===== src/rtl/video_pkg.sv =====
// Shared timing defaults, coordinate widths and small helpers for the raster
// timing generator and its scan interface.
package video_pkg;

   localparam int unsigned DEF_H_ACTIVE = 320;
   localparam int unsigned DEF_H_FP     = 8;
   localparam int unsigned DEF_H_SYNC   = 48;
   localparam int unsigned DEF_H_BP     = 24;
   localparam int unsigned DEF_H_TOTAL  = DEF_H_ACTIVE + DEF_H_FP + DEF_H_SYNC + DEF_H_BP;

   localparam int unsigned DEF_V_ACTIVE = 240;
   localparam int unsigned DEF_V_FP     = 3;
   localparam int unsigned DEF_V_SYNC   = 4;
   localparam int unsigned DEF_V_BP     = 15;
   localparam int unsigned DEF_V_TOTAL  = DEF_V_ACTIVE + DEF_V_FP + DEF_V_SYNC + DEF_V_BP;

   localparam bit          DEF_SYNC_ACTIVE_LOW = 1'b1;
   localparam int unsigned DEF_PIPE_DELAY      = 2;

   localparam int unsigned X_W     = 9;
   localparam int unsigned Y_W     = 8;
   localparam int unsigned H_CNT_W = 10;
   localparam int unsigned V_CNT_W = 9;

   localparam int unsigned MAX_H_ACTIVE = 511;
   localparam int unsigned MAX_V_ACTIVE = 256;

   typedef logic [X_W-1:0]     xCoord_t;
   typedef logic [Y_W-1:0]     yCoord_t;
   typedef logic [H_CNT_W-1:0] hCount_t;
   typedef logic [V_CNT_W-1:0] vCount_t;

   // Timing bits that travel together through the reader-latency pipeline.
   typedef struct packed {
      logic hSync;
      logic vSync;
      logic visible;
   } rawTiming_t;

   localparam int unsigned RAW_W = $bits(rawTiming_t);

   // Maps a logical "sync asserted" flag onto the monitor-facing pin level.
   function automatic logic syncLevel(input logic asserted, input bit activeLow);
      return activeLow ? ~asserted : asserted;
   endfunction

endpackage


===== src/rtl/video_timing_if.sv =====
// Scan interface between the timing generator (master) and the video RAM
// reader (slave): coordinates out, pixel data and its qualifier back.
interface video_timing_if;
   import video_pkg::*;

   xCoord_t x;
   yCoord_t y;
   logic    visible;
   logic    pixel;
   logic    valid;

   modport master (
      output x,
      output y,
      output visible,
      input  pixel,
      input  valid
   );

   modport slave (
      input  x,
      input  y,
      input  visible,
      output pixel,
      output valid
   );

endinterface


===== src/rtl/video_delay.sv =====
// Fixed-depth shift register used to match timing signals to the reader latency.
// Every stage clears on reset so a mid-frame reset flushes stale pulses.
module video_delay #(
   parameter int unsigned WIDTH = 1,
   parameter int unsigned DEPTH = 2
) (
   input  logic             vClk,
   input  logic             reset,
   input  logic [WIDTH-1:0] din,
   output logic [WIDTH-1:0] dout
);

   if (DEPTH < 1) begin : gBadDepth
      $error("video_delay: DEPTH must be at least 1");
   end

   logic [WIDTH-1:0] stage [DEPTH];

   // NOTE: this array is reset element by element; it is small, and leaving it
   // unreset would let pre-reset timing leak out after release.
   always_ff @(posedge vClk or posedge reset) begin
      if (reset) begin
         for (int i = 0; i < int'(DEPTH); i++) begin
            stage[i] <= '0;
         end
      end else begin
         stage[0] <= din;
         for (int i = 1; i < int'(DEPTH); i++) begin
            stage[i] <= stage[i-1];
         end
      end
   end

   assign dout = stage[DEPTH-1];

endmodule


===== src/rtl/video_timing.sv =====
// Raster timing generator and monochrome output stage for the video RAM reader.
// Optional frame-start interrupt output enabled by defining VIDEO_FRAME_IRQ_EN.
module video_timing
   import video_pkg::*;
#(
   parameter int unsigned H_ACTIVE        = DEF_H_ACTIVE,
   parameter int unsigned H_FP            = DEF_H_FP,
   parameter int unsigned H_SYNC          = DEF_H_SYNC,
   parameter int unsigned H_BP            = DEF_H_BP,
   parameter int unsigned V_ACTIVE        = DEF_V_ACTIVE,
   parameter int unsigned V_FP            = DEF_V_FP,
   parameter int unsigned V_SYNC          = DEF_V_SYNC,
   parameter int unsigned V_BP            = DEF_V_BP,
   parameter bit          SYNC_ACTIVE_LOW = DEF_SYNC_ACTIVE_LOW,
   parameter int unsigned PIPE_DELAY      = DEF_PIPE_DELAY
) (
   input  logic           vClk,
   input  logic           reset,
   video_timing_if.master scan,
   output logic           hSync,
   output logic           vSync,
   output logic           de,
   output logic           video,
   output logic           syncErr
`ifdef VIDEO_FRAME_IRQ_EN
   ,
   output logic           frameIrq
`endif
);

   localparam int unsigned H_TOTAL = H_ACTIVE + H_FP + H_SYNC + H_BP;
   localparam int unsigned V_TOTAL = V_ACTIVE + V_FP + V_SYNC + V_BP;

   if (H_ACTIVE > MAX_H_ACTIVE || V_ACTIVE > MAX_V_ACTIVE) begin : gBadActive
      $error("video_timing: active area exceeds coordinate width");
   end
   if (H_TOTAL > (1 << H_CNT_W) || V_TOTAL > (1 << V_CNT_W)) begin : gBadTotal
      $error("video_timing: line or frame total exceeds counter width");
   end
   if (H_ACTIVE < 1 || V_ACTIVE < 1 || PIPE_DELAY < 1) begin : gBadMin
      $error("video_timing: active area and PIPE_DELAY must be non-zero");
   end

   localparam hCount_t H_LAST     = hCount_t'(H_TOTAL - 1);
   localparam hCount_t H_ACT_C    = hCount_t'(H_ACTIVE);
   localparam hCount_t H_SYNC_BEG = hCount_t'(H_ACTIVE + H_FP);
   localparam hCount_t H_SYNC_END = hCount_t'(H_ACTIVE + H_FP + H_SYNC);
   localparam vCount_t V_LAST     = vCount_t'(V_TOTAL - 1);
   localparam vCount_t V_ACT_C    = vCount_t'(V_ACTIVE);
   localparam vCount_t V_SYNC_BEG = vCount_t'(V_ACTIVE + V_FP);
   localparam vCount_t V_SYNC_END = vCount_t'(V_ACTIVE + V_FP + V_SYNC);

   localparam logic SYNC_IDLE = syncLevel(1'b0, SYNC_ACTIVE_LOW);

   // syncErr stays disarmed until the reader pipeline has filled after reset.
   localparam int unsigned ARM_W = $clog2(PIPE_DELAY + 2);
   typedef logic [ARM_W-1:0] arm_t;
   localparam arm_t ARM_DONE = arm_t'(PIPE_DELAY + 1);

   hCount_t              hCount;
   vCount_t              vCount;
   logic                 hActive;
   logic                 vActive;
   rawTiming_t           rawNow;
   rawTiming_t           rawQ;
   rawTiming_t           rawDly;
   logic [RAW_W-1:0]     rawDlyBits;
   arm_t                 armCnt;
   logic                 armed;

   // NOTE: all clocked state uses non-blocking assignments so every register
   // samples pre-edge values regardless of statement order.
   always_ff @(posedge vClk or posedge reset) begin
      if (reset) begin
         hCount <= '0;
         vCount <= '0;
      end else if (hCount == H_LAST) begin
         hCount <= '0;
         vCount <= (vCount == V_LAST) ? '0 : vCount + 1'b1;
      end else begin
         hCount <= hCount + 1'b1;
      end
   end

   assign hActive = hCount < H_ACT_C;
   assign vActive = vCount < V_ACT_C;

   assign rawNow = '{
      hSync:   (hCount >= H_SYNC_BEG) && (hCount < H_SYNC_END),
      vSync:   (vCount >= V_SYNC_BEG) && (vCount < V_SYNC_END),
      visible: hActive && vActive
   };

   // Scan coordinates and raw sync are registered together so that sync
   // keeps its porch spacing relative to the visible window downstream.
   always_ff @(posedge vClk or posedge reset) begin
      if (reset) begin
         scan.x <= '0;
         scan.y <= '0;
         rawQ   <= '0;
      end else begin
         scan.x <= rawNow.visible ? hCount[X_W-1:0] : '0;
         scan.y <= vActive ? vCount[Y_W-1:0] : '0;
         rawQ   <= rawNow;
      end
   end

   assign scan.visible = rawQ.visible;

   video_delay #(
      .WIDTH (RAW_W),
      .DEPTH (PIPE_DELAY)
   ) uDelay (
      .vClk  (vClk),
      .reset (reset),
      .din   (rawQ),
      .dout  (rawDlyBits)
   );

   assign rawDly = rawTiming_t'(rawDlyBits);

   always_ff @(posedge vClk or posedge reset) begin
      if (reset) begin
         hSync <= SYNC_IDLE;
         vSync <= SYNC_IDLE;
         de    <= 1'b0;
         video <= 1'b0;
      end else begin
         hSync <= syncLevel(rawDly.hSync, SYNC_ACTIVE_LOW);
         vSync <= syncLevel(rawDly.vSync, SYNC_ACTIVE_LOW);
         de    <= rawDly.visible;
         video <= rawDly.visible & scan.valid & scan.pixel;
      end
   end

   assign armed = armCnt == ARM_DONE;

   always_ff @(posedge vClk or posedge reset) begin
      if (reset) begin
         armCnt  <= '0;
         syncErr <= 1'b0;
      end else begin
         if (!armed) begin
            armCnt <= armCnt + 1'b1;
         end
         if (armed && (scan.valid != rawDly.visible)) begin
            syncErr <= 1'b1;
         end
      end
   end

`ifdef VIDEO_FRAME_IRQ_EN
   localparam vCount_t V_IRQ_PREV = vCount_t'(V_ACTIVE - 1);

   // Fires as the counters step onto (0, V_ACTIVE): the start of vertical blank.
   always_ff @(posedge vClk or posedge reset) begin
      if (reset) begin
         frameIrq <= 1'b0;
      end else begin
         frameIrq <= (hCount == H_LAST) && (vCount == V_IRQ_PREV);
      end
   end
`endif

endmodule


===== src/flat_wrapper.sv =====
// flat-port wrapper written by rule: the top's interface ports become plain ports
module video_timing_flat import video_pkg::*;
#(
   parameter int unsigned H_ACTIVE        = DEF_H_ACTIVE,
   parameter int unsigned H_FP            = DEF_H_FP,
   parameter int unsigned H_SYNC          = DEF_H_SYNC,
   parameter int unsigned H_BP            = DEF_H_BP,
   parameter int unsigned V_ACTIVE        = DEF_V_ACTIVE,
   parameter int unsigned V_FP            = DEF_V_FP,
   parameter int unsigned V_SYNC          = DEF_V_SYNC,
   parameter int unsigned V_BP            = DEF_V_BP,
   parameter bit          SYNC_ACTIVE_LOW = DEF_SYNC_ACTIVE_LOW,
   parameter int unsigned PIPE_DELAY      = DEF_PIPE_DELAY
)
  (vClk, reset, hSync, vSync, de, video, syncErr, scan_x, scan_y, scan_visible, scan_pixel, scan_valid);
  video_timing_if scan_i ();
  input  logic vClk;
  input  logic reset;
  output logic hSync;
  output logic vSync;
  output logic de;
  output logic video;
  output logic syncErr;
  output wire logic [$bits(scan_i.x)-1:0] scan_x;
  output wire logic [$bits(scan_i.y)-1:0] scan_y;
  output wire logic [$bits(scan_i.visible)-1:0] scan_visible;
  input wire logic [$bits(scan_i.pixel)-1:0] scan_pixel;
  input wire logic [$bits(scan_i.valid)-1:0] scan_valid;
  assign scan_x = scan_i.x;
  assign scan_y = scan_i.y;
  assign scan_visible = scan_i.visible;
  assign scan_i.pixel = scan_pixel;
  assign scan_i.valid = scan_valid;
  video_timing #(.H_ACTIVE(H_ACTIVE), .H_FP(H_FP), .H_SYNC(H_SYNC), .H_BP(H_BP), .V_ACTIVE(V_ACTIVE), .V_FP(V_FP), .V_SYNC(V_SYNC), .V_BP(V_BP), .SYNC_ACTIVE_LOW(SYNC_ACTIVE_LOW), .PIPE_DELAY(PIPE_DELAY)) u_core (.vClk(vClk), .reset(reset), .scan(scan_i), .hSync(hSync), .vSync(vSync), .de(de), .video(video), .syncErr(syncErr));
endmodule

===== config.mk =====
export PLATFORM = sky130hd
export DESIGN_NAME = video_timing_flat
export DESIGN_NICKNAME = d
export VERILOG_FILES = /design/src/rtl/video_pkg.sv /design/src/rtl/video_timing_if.sv /design/src/rtl/video_delay.sv /design/src/rtl/video_timing.sv /design/src/flat_wrapper.sv
export SDC_FILE = /design/constraint.sdc
export NUM_CORES = 1
export LEC_CHECK = 0
export ABC_AREA = 0
export BUFFER_PORTS_ARGS = -buffer_cell sky130_fd_sc_hd__buf_2
export CAP_MARGIN = 40
export CORE_MARGIN = 2
export CORE_UTILIZATION = 58
export CTS_BUF_LIST = sky130_fd_sc_hd__clkbuf_16
export DETAILED_ROUTE_END_ITERATION = 8
export PLACE_DENSITY = 0.8
export SLEW_MARGIN = 20
export SYNTH_ARGS = -nofsm -noshare
export SYNTH_HDL_FRONTEND = slang
export SYNTH_HIERARCHICAL = 1
export SYNTH_SLANG_ARGS = --single-unit

===== constraint.sdc =====
create_clock -name vClk -period 2.8 [get_ports vClk]
set_clock_uncertainty 0.05 [all_clocks]
set_input_delay 0.28 -clock vClk [delete_from_list [all_inputs] [get_ports vClk]]
set_output_delay 0.28 -clock vClk [all_outputs]
set_load 0.005 [all_outputs]

# Word-level counts from Yosys, hierarchy flattened
# Cells that the tools add are included.
[word_totals] mem_count=0 register_bits=52 latchBits=0 romBits=0 ramBits=0 in_bits=4 out_inout_bits=23 wordCells=40
[classes] n_eq_ne=4 div=0 n_shift=0 n_mul=0 order_cmp=6 n_reduce_logical=4 bitwise=4 n_mux=4 addsub=3
[op_table] operator="$lt A10 B9 Y1 const B" n=2
[op_table] operator="$lt A9 B8 Y1 const B" n=2
[op_table] operator="$mux W9" n=2
[op_table] operator="$add A10 B1 Y10 const B" n=1
[op_table] operator="$eq A10 B9 Y1 const B" n=1
[op_table] operator="$ge A10 B9 Y1 const B" n=1
[op_table] operator="$mux W10" n=1
[op_table] operator="$add A9 B1 Y9 const B" n=1
[op_table] operator="$eq A9 B9 Y1 const B" n=1
[op_table] operator="$ge A9 B8 Y1 const B" n=1
[op_table] operator="$mux W8" n=1
[op_table] operator="$logic_and A1 B1 Y1" n=4
[op_table] operator="$add A2 B1 Y2 const B" n=1
[op_table] operator="$and A1 B1 Y1" n=2
[op_table] operator="$eq A2 B2 Y1 const B" n=1
[op_table] operator="$not A1 Y1" n=2
[op_table] operator="$ne A1 B1 Y1" n=1

# Logic depth before layout (Yosys ltp)
[logic_depth] depth_word=3 ltp_mapped=6 depth_no_buf=6

# Cells and area by module
# The synthesis kept the hierarchy.
[by_module_without_submodules] module="video_timing" n_inst=1 seq_area_each_um2=1153.6 cells_per_inst=148 area_each_um2=1834.3
[by_module_without_submodules] module="video_delay" n_inst=1 seq_area_each_um2=150.1 cells_per_inst=10 area_each_um2=176.4

# Worst setup path after synthesis
# No wires, ideal clock.
[synth_timing] kind="register to register" startpoint="register u_core.hCount[6]" endpoint="register u_core.vCount[5]" setup_slack_ps=1107 period_less_slack_ps=1693 n_path_buf=1 path_stages_with_launch=6 required_time_ps=2626 arrival_ps=1518 setup_ps=124 cell_sequence="dfrtp_1 > or4_4 > nor3_4 > buf_6 > nand4_1 > xnor2_1"
[synth_between] elab_chain_cells=1
[synth_lines] item="from (decl)" line_no="video_timing.sv:60" source="hCount_t hCount;"
[synth_lines] item="from (signal assigned)" line_no="video_timing.sv:81" source="hCount <= hCount + 1'b1;"
[synth_lines] item="$eq A10 B9 Y1" line_no="video_timing.sv:77" source="end else if (hCount == H_LAST) begin"
[synth_lines] item="to (signal assigned)" line_no="video_timing.sv:79" source="vCount <= (vCount == V_LAST) ? '0 : vCount + 1'b1;"
[synth_lines] item="to (decl)" line_no="video_timing.sv:61" source="vCount_t vCount;"
# Every way passes these cells.
# A chain may end at the register's enable or synchronous reset.

# Final worst setup path
[layout_timing] startpoint="register u_core.hCount[6]" endpoint="register u_core.vCount[3]"
# The elaborated chain is that of the path after synthesis.

==> run summary <==
Result of the run -> complete, no violations
Cell area after technology mapping -> 0.002011 mm^2
Cts bufs inserted -> 5
Total negative slack for setup checks -> 0 ps
Via count -> 1,259
Predominant post-synthesis flop cell -> dfrtp_1
Critical Path, Cell by Cell -> or4_4, nor3_4, nand2_1, mux2_2
Critical-path top delay cell -> or4_4
Antenna diode count -> 0
Number of unique standard cell types used by synthesis -> 33
Switching power as a share of total power -> 16.91%
Global routing met1 resource utilization -> 24.41%
Htree depth -> 2
Hold crit path type -> in2reg
Part of the total power dissipated in combinational logic -> 1.3%
Iter 0 DRT Violations -> 71
Worst relative slew slack -> 64.45%
Synth Area per Inst -> 12.73 um^2
Critical setup path kind -> reg2reg
Effective utilization at floorplan -> 60.25%
Fraction of final layout cells with drive strength greater than 1 -> 22.22%
Number of synthesized flops with an enable pin -> 0
Clock share of power -> 49.3%
Buffer levels on the longest clock path -> 2
# setup viols final -> 0
Number of vias per cell -> 5.357
Buf/Inv on CP -> 0
Initial antenna violation count -> 0
Nature of the critical path endpoint -> register
DIE AREA -> 0.003954 mm^2
Clock latency at the later pin of the worst-skew pair -> 280 ps
Post-synthesis net count -> 167
Total number of placement rows -> 21
Commonest non-fill, non-tap cells in the layout -> dfrtp_1 (50), buf_2 (26), and2_1 (19)
Transition time of the tightest slew-check pin -> 533.3 ps
Maximum operating frequency -> 504.7 MHz
Iteration count of the initial detailed-routing pass -> 4
Family with the most delay on the worst path -> simple AND/OR/NAND/NOR gates
Setup repair after global routing missed its margin -> no
Number of pins with negative max-slew slack in the final report -> 0
Synthesis-stage register bit count -> 52
Fill cell instance count of the final layout -> 224
Internal cell power -> 0.001265 W
Sequential Power Share -> 49.4%
Final-stage net count -> 197
Minimum hold slack -> 165.0 ps
Most heavily used metal layer in global routing -> met2
Hpwl dp -> 2112 um
Clock transition at the registers of the reported paths -> 60 ps
Async set-reset flop share out of synthesis -> 100.0%
Total length of routed wires -> 3186 um
Remaining number of nets flagged by the antenna check after routing -> 0
Vias in the first global route -> 1,271
Max Cap Viol -> 0
Yosys warning total -> 6
Wire length of the first global-routing pass -> 5892 um
Final routed DRC violation total -> 0
Core Box Area -> 0.003337 mm^2
Switching pwr -> 0.0002575 W
Buffers inserted during post-CTS setup optimization -> 0
Fraction of the yosys area taken by sequential cells -> 64.84%
Crit path DAT -> 2100 ps
Aggregate global routing overflow -> 0
Met2 layer usage reported by global route -> 31.25%
Fin crit share -> 70.77%
Maximum ir drop on the vdd rail -> 0.3500 mV
Number of sinks handled by clock tree synthesis -> 52
PD cells -> 643.4 mW/mm^2
Synth-to-layout area growth -> 17.67%
Largest stage delay on the critical path -> 570 ps
Height of the die -> 62.88 um
Die outline width -> 62.88 um
CTS tree -> yes
Routed wire length per instance -> 13.56 um
Critical Path RT -> 2920 ps
Min cycle time layout -> 1982 ps
Startpoint type of the worst setup path -> register
Buffers added on ports -> 26
Most common cell after layout, fill and taps aside -> dfrtp_1
Maximum fanout along the worst path -> 13
Final weighted congestion in routability-driven placement -> 0.9105
Leakage power -> 1.118 nW
GRT Overall Usage -> 19.36%
Largest net degree at the start of global routing -> 46
Met3 GRT Util -> 5.946%
Clock tree root driver cell -> clkbuf_16
Number of I/O pins -> 27
Final number of hold-violating endpoints -> 0
Number of instances in the synthesized netlist -> 158
## stage by stage
stage | instances | util, % | total power [W] | cell area (um^2) | setup WS [ps]
final | 235 | 70.90 | 0.001522 | 2366 | 818.5
after global routing | 235 | 70.90 | 0.001580 | 2366 | 683.5
after CTS | 235 | 70.90 | 0.001537 | 2366 | 823.7
after detailed placement | 226 | 64.94 | 0.0007862 | 2167 | 849.9
after global placement | 226 | 64.94 | 0.0007855 | 2167 | 909.1
after floorplan | 158 | - | 0.0007783 | 2011 | 1107
## flip-flops by register name, indices dropped and copies added (netlist names), 2 cells and up
signal               flops
u_core/armCnt            2
u_core/hCount           10
u_core/rawQ              2
u_core/scan.x            9
u_core/scan.y            8
u_core/uDelay/dout       3
u_core/uDelay/stage      3
u_core/vCount            9
## path summary, 6_finish.rpt
path                            slack [ps]  cells past startpoint                endpoint             start
worst max-delay path                   820                      4        u_core/vCount[3]  u_core/hCount[6]
worst min-delay path                   170                      2            u_core/video        scan_pixel
worst min register to register         300                      0  u_core/uDelay/stage[5]    u_core/rawQ[2]
worst max register to register         820                      4        u_core/vCount[3]  u_core/hCount[6]
max in group asynchronous             1660                      4            u_core/vSync             reset
min in group asynchronous              410                      3  u_core/uDelay/stage[3]             reset
## routing by layer
metal	wire, um	vias to the layer above
li1	-	592
met1	1351	617
met2	1613	44
met3	181	6
met4	39	0
met5	0	-
## worst register-to-register path, stage by stage (launching register included)
cell	delay, ps
dfrtp_1	450
or4_4	570
nor3_4	400
nand2_1	110
mux2_2	290
## cells in the mapped netlist, types with 2 or more instances
library cell / n / area share (%)
a21oi_1: 3 / 0.75
and2_1: 19 / 5.9
and3_1: 3 / 0.93
buf_4: 3 / 1.1
dfrtp_1: 50 / 62
dfstp_2: 2 / 2.6
ha_1: 5 / 3.1
inv_1: 5 / 0.93
mux2_2: 3 / 1.7
nand2_1: 8 / 1.5
nand2b_1: 2 / 0.62
nand3_1: 4 / 1.0
nand4_1: 4 / 1.2
nor2_1: 10 / 1.9
nor3_1: 4 / 1.0
o21ai_0: 4 / 1.0
o2bb2ai_1: 2 / 0.87
or3_1: 3 / 0.93
xnor2_1: 5 / 2.2
xor2_1: 6 / 2.6
## power by group through the flow
stage          clock (W)  combinational [W]  sequential [W]
2_1_floorplan          0          0.0000121        0.000766
3_3_place_gp           0          0.0000194        0.000766
3_5_place_dp           0          0.0000202        0.000766
4_1_cts         0.000764          0.0000212        0.000752
5_1_grt         0.000804          0.0000243        0.000751
6_report        0.000750          0.0000197        0.000752
## what timing repair did
action	CTS	global route
resized for setup	0	0
endpoints found under the hold margin	7	0
hold buffers	1	0
## area by class of cell
class / count / area [um^2] / share of cell area (%)
Clock buffer: 5 / 125.1 / 5.288
Sequential cell: 52 / 1304 / 55.10
Multi-Input combinational cell: 96 / 649.4 / 27.45
Timing Repair Buffer: 28 / 147.6 / 6.240
Clock inverter: 3 / 63.81 / 2.697
Tap cell: 46 / 57.56 / 2.433
Inverter: 5 / 18.77 / 0.7932
## cell families (layout without fill, tap and decap cells)
family                     count (synthesis)  after routing  share of synthesized area [%]
AOI/OAI and AO/OA                         13             13                          3.983
xor gates and xnor gates                  11             11                          4.791
adders and majority gates                  5              5                          3.111
buffers and inverters                     10             41                          2.862
DFF                                       52             52                          64.84
muxes                                      4              4                          2.178
and+or+nand+nor                           63             63                          18.23
Note: power is estimated with default switching activity, not from simulation.
